`src/rtl/exec_flags_wb.sv`:
```
// Writeback/flags stage: two-entry skid buffer toward the register file plus the architectural NZCV flags register.
// Optional macro FLAGS_BYPASS_EN forwards same-cycle flag updates combinationally onto flags_o.
module exec_flags_wb #(
  parameter int W_OPR   = 16,
  parameter int W_FLAGS = 4,
  parameter int W_RADDR = 4
) (
  input  logic               clk_i,
  input  logic               rst_n_i,
  input  logic               valid_i,
  output logic               ready_o,
  input  logic [W_OPR-1:0]   result_i,
  input  logic [W_FLAGS-1:0] flags_i,
  input  logic               flags_we_i,
  input  logic               rd_we_i,
  input  logic [W_RADDR-1:0] rd_addr_i,
  input  logic               flush_i,
  input  logic               flags_set_i,
  input  logic [W_FLAGS-1:0] flags_set_val_i,
  output logic               wb_valid_o,
  input  logic               wb_ready_i,
  output logic [W_OPR-1:0]   wb_data_o,
  output logic [W_RADDR-1:0] wb_addr_o,
  output logic               wb_we_o,
  output logic [W_FLAGS-1:0] flags_o
);

  localparam logic [1:0] EMPTY = 2'd0;
  localparam logic [1:0] ONE   = 2'd1;
  localparam logic [1:0] FULL  = 2'd2;

  logic [1:0]         count;
  logic [W_OPR-1:0]   head_data;
  logic [W_RADDR-1:0] head_addr;
  logic               head_we;
  logic [W_OPR-1:0]   tail_data;
  logic [W_RADDR-1:0] tail_addr;
  logic               tail_we;
  logic [W_FLAGS-1:0] flags_q;
  logic               accept;
  logic               drain;

  // ready depends only on registered occupancy so the execute unit never sees a path from wb_ready_i
  assign ready_o    = (count != FULL);
  assign wb_valid_o = (count != EMPTY);
  assign accept     = valid_i & ready_o & ~flush_i;
  assign drain      = wb_valid_o & wb_ready_i;

  assign wb_data_o = head_data;
  assign wb_addr_o = head_addr;
  assign wb_we_o   = head_we;

  always_ff @(posedge clk_i) begin
    if (!rst_n_i) begin
      count     <= EMPTY;
      head_data <= '0;
      head_addr <= '0;
      head_we   <= 1'b0;
      tail_data <= '0;
      tail_addr <= '0;
      tail_we   <= 1'b0;
    end else if (flush_i) begin
      count <= EMPTY;
    end else begin
      case (count)
        EMPTY: begin
          if (accept) begin
            head_data <= result_i;
            head_addr <= rd_addr_i;
            head_we   <= rd_we_i;
            count     <= ONE;
          end
        end
        ONE: begin
          if (accept && drain) begin
            head_data <= result_i;
            head_addr <= rd_addr_i;
            head_we   <= rd_we_i;
          end else if (accept) begin
            tail_data <= result_i;
            tail_addr <= rd_addr_i;
            tail_we   <= rd_we_i;
            count     <= FULL;
          end else if (drain) begin
            count <= EMPTY;
          end
        end
        FULL: begin
          if (drain) begin
            head_data <= tail_data;
            head_addr <= tail_addr;
            head_we   <= tail_we;
            count     <= ONE;
          end
        end
        default: count <= EMPTY;
      endcase
    end
  end

  // Flags retire at accept time, never waiting for the register-file write
  always_ff @(posedge clk_i) begin
    if (!rst_n_i) begin
      flags_q <= '0;
    end else if (flags_set_i) begin
      flags_q <= flags_set_val_i;
    end else if (accept && flags_we_i) begin
      flags_q <= flags_i;
    end
  end

`ifdef FLAGS_BYPASS_EN
  always_comb begin
    flags_o = flags_q;
    if (flags_set_i) begin
      flags_o = flags_set_val_i;
    end else if (accept && flags_we_i) begin
      flags_o = flags_i;
    end
  end
`else
  assign flags_o = flags_q;
`endif

endmodule

```
`config.mk`:
```
export PLATFORM = sky130hd
export DESIGN_NAME = exec_flags_wb
export DESIGN_NICKNAME = d
export VERILOG_FILES = /design/src/rtl/exec_flags_wb.sv
export SDC_FILE = /design/constraint.sdc
export NUM_CORES = 1
export LEC_CHECK = 0
export CAP_MARGIN = 5
export CORE_MARGIN = 2
export CORE_UTILIZATION = 35
export CTS_CLUSTER_DIAMETER = 40
export DETAILED_ROUTE_END_ITERATION = 10
export GPL_ROUTABILITY_DRIVEN = 1
export GPL_TIMING_DRIVEN = 0
export SETUP_SLACK_MARGIN = 0.05
export SYNTH_ARGS = -nofsm -noshare
export SYNTH_HDL_FRONTEND = slang
export SYNTH_SLANG_ARGS = --single-unit
```
`constraint.sdc`:
```
create_clock -name clk_i -period 1.35 [get_ports clk_i]
set_input_delay 0.3375 -clock clk_i [delete_from_list [all_inputs] [get_ports clk_i]]
set_output_delay 0.3375 -clock clk_i [all_outputs]
set_load 0.02 [all_outputs]
```
==> impl_metrics.yaml <==
clocking:
  cts-hold-fix-buffers: 0
  clk_latency_ns: 0.30
  numCtsBuffers: 5
  cts_sinks: 48
  cts_root_buffer: "clkbuf_8"
  clk_path_buf_depth: 2
  htree_num_levels: 2
  clk_pin_slew_worst_paths_ns: 0.09
  tritoncts: "done"
route:
  drt_wl_total_um: 5854
  final_antenna_net_count: 0
  via_per_inst: 4.971
  first_iter_violations: 80
  vias: 1909
  first_pass_iters: 4
  detail_route.wl_per_cell_um: 15.24
  drcViolationCount: 0
timing:
  setup_viol: 45
  hold_viol: 0
  fin_skew_ns: 0.008073
  period_share: 1.124
  drv_slew: 0
  worst_pin_slew_ns: 0.4742
  rsz0062_at_grt: "yes"
  period_minus_slack_ns: 1.517
  fmax_mhz: 659.1
  worst_hold_slack_ns: 0.4740
  final.setup.worst_slack_ns: -0.1671
  relSlewSlack: 0.6838
cells_and_area:
  final_area_sq_um: 3319
  nets: 343
  drive_gt1_frac: 0.2443
  syn2layout_area_growth_pct: 46.25
  antenna_cells: 0
setup_path:
  cp_max_fo: 5
  cp.arrival_ns: 1.76
  cp-start-kind: "flop"
  crit_chain: "buf_6, and3b_2, a21oi_4, buf_8, or3_1, a21boi_1"
  critPathBufInv: 2
  critPathKind: "flop to flop"
  max_stage_delay_ns: 0.37
  worstPathRequired_ns: 1.59
  end_kind: "flop"
  crit_family: "simple AND/OR/NAND/NOR gates"
  cpMaxStageDelayCell: "dfxtp_4"
place:
  hpwl_um: 3725
  place_congestion: 0.7263
  pre_cts_ws_ns: -0.7773
  postPlaceCellArea_sq_um: 2983
  port-buffer-count: 59
synth:
  synth_cell_type_count: 26
  synthesis.nets: 258
  synth_top_flop_cell: "dfxtp_1"
  synthCells: 222
  yosysMostFrequentCell: "dfxtp_1"
  syn_area_sq_um: 2270
  synth_top_area_share: 0.4234
  ys_ff_latch: 48
  synth-seq-area-share: 0.4234
  yosysTopAreaCell: "dfxtp_1"
  synthArstFlopShare: 0
  synth_edf_count: 0
  syn_area_per_cell_sq_um: 10.22
  yosys-top-cells-area: "dfxtp_1, mux2i_1, a21boi_1"
  yosys-top-cells-count: "dfxtp_1, mux2i_1, nor2b_1"
  yosysWarnings: 0
job:
  drv_cap: 0
power:
  finalPower_w: 0.003133
  powerDensity_nw_per_um2: 943.7
  power_leakage_nw: 1.450
  irDropWorstVdd_mv: 0.4065
global_route:
  grt_usage: 0.1696
  overflow: 0
  grt_start_max_net_pins: 15
  grt_pass1_wl_um: 9542
  grt_pass1_vias: 1882
  antenna_found_initial: 0
min_path:
  min_path_type: "flop to flop"
floorplan:
  die_w_um: 84.53
  die_h_um: 84.53
  initial_utilization: 0.3595
  num_rows: 29
  ios: 63
  coreArea_sq_um: 6314
  die_area_sq_um: 7145
run_status:
  violations: "negative setup slack"
  outcome: "complete, but fails checks"
[power by group]
group,internal [W],switching [W],total [W]
clock,0.000655,0.000482,0.00114
sequential,0.00146,0.0000247,0.00148
combinational,0.000273,0.000239,0.000512
[timing repair]
item | 4_1_cts | 5_1_grt
setup endpoints to repair | 74 | 69
buffers inserted | 9 | 4
gates resized for setup | 101 | 38
hold endpoints to repair | 0 | 0
pin swaps | 37 | 20
cloned | 6 | 1
[routing by layer]
layer | routed length, um | GRT usage
met4 | 44 | 0.03030
met1 | 2769 | 0.2224
met2 | 2768 | 0.2870
met5 | 0 | 0
met3 | 273 | 0.04130
[stage by stage]
stage | util | cells | setup TNS, ns
6_report | 0.5258 | 384 | -5.250
5_1_grt | 0.5258 | 384 | -8.407
4_1_cts | 0.5325 | 379 | -5.924
3_5_place_dp | 0.4725 | 358 | -31.69
3_3_place_gp | 0.4725 | 358 | -32.08
2_1_floorplan | - | 222 | -1.295
[worst min-delay path, stage by stage, from the launching register on]
cell,delay (ns)
dfxtp_1,0.32
o21ai_0,0.06
a21boi_1,0.06
[layout by cell type (no fill, tap or decap), types with 6 or more instances in the layout]
master and instances:
buf_8 6, clkbuf_2 19, a21boi_1 21, nor2b_1 21, or3_1 19, o21ai_0 16
mux2i_1 46, clkdlybuf4s50_1 30, clkbuf_8 6, buf_6 12, dfxtp_1 46, clkbuf_1 10
[worst paths after layout]
| path | from | end | slack, ns | cells past startpoint |
|---|---|---|---|---|
| worst max-delay path | count[0]$_SDFFE_PP0P_ | wb_data_o[13]$_SDFFE_PN0P_ | -0.17 | 6 |
| worst min-delay path | wb_data_o[11]$_SDFFE_PN0P_ | wb_data_o[11]$_SDFFE_PN0P_ | 0.47 | 2 |
| worst max register to register | count[0]$_SDFFE_PP0P_ | wb_data_o[13]$_SDFFE_PN0P_ | -0.17 | 6 |
| worst min register to register | wb_data_o[11]$_SDFFE_PN0P_ | wb_data_o[11]$_SDFFE_PN0P_ | 0.47 | 2 |
[final cells by class]
class / count / area [sq um]
multi-input cells: 154 / 1235
clock inverters: 1 / 30.03
inverters: 1 / 3.754
repair buffers: 78 / 720.7
clock buffers: 6 / 93.84
well taps: 77 / 96.34
fillers: 609 / 2994
flip-flops and latches: 48 / 968.4
plain buffers: 19 / 171.4
[registers in the layout (all words and copies together), names as in the netlist]
register,cells
tail_data,16
wb_data_o,16
flags_o,4
tail_addr,4
wb_addr_o,4
count,2
tail_we,1
wb_we_o,1
[cell families after synthesis]
family / share of synthesized area
AOI/OAI and AO/OA: 0.1544
buffers and inverters: 0.06229
DFF: 0.4234
muxes: 0.2029
and+or+nand+nor: 0.1571
Power figures use the tool's default switching activity.
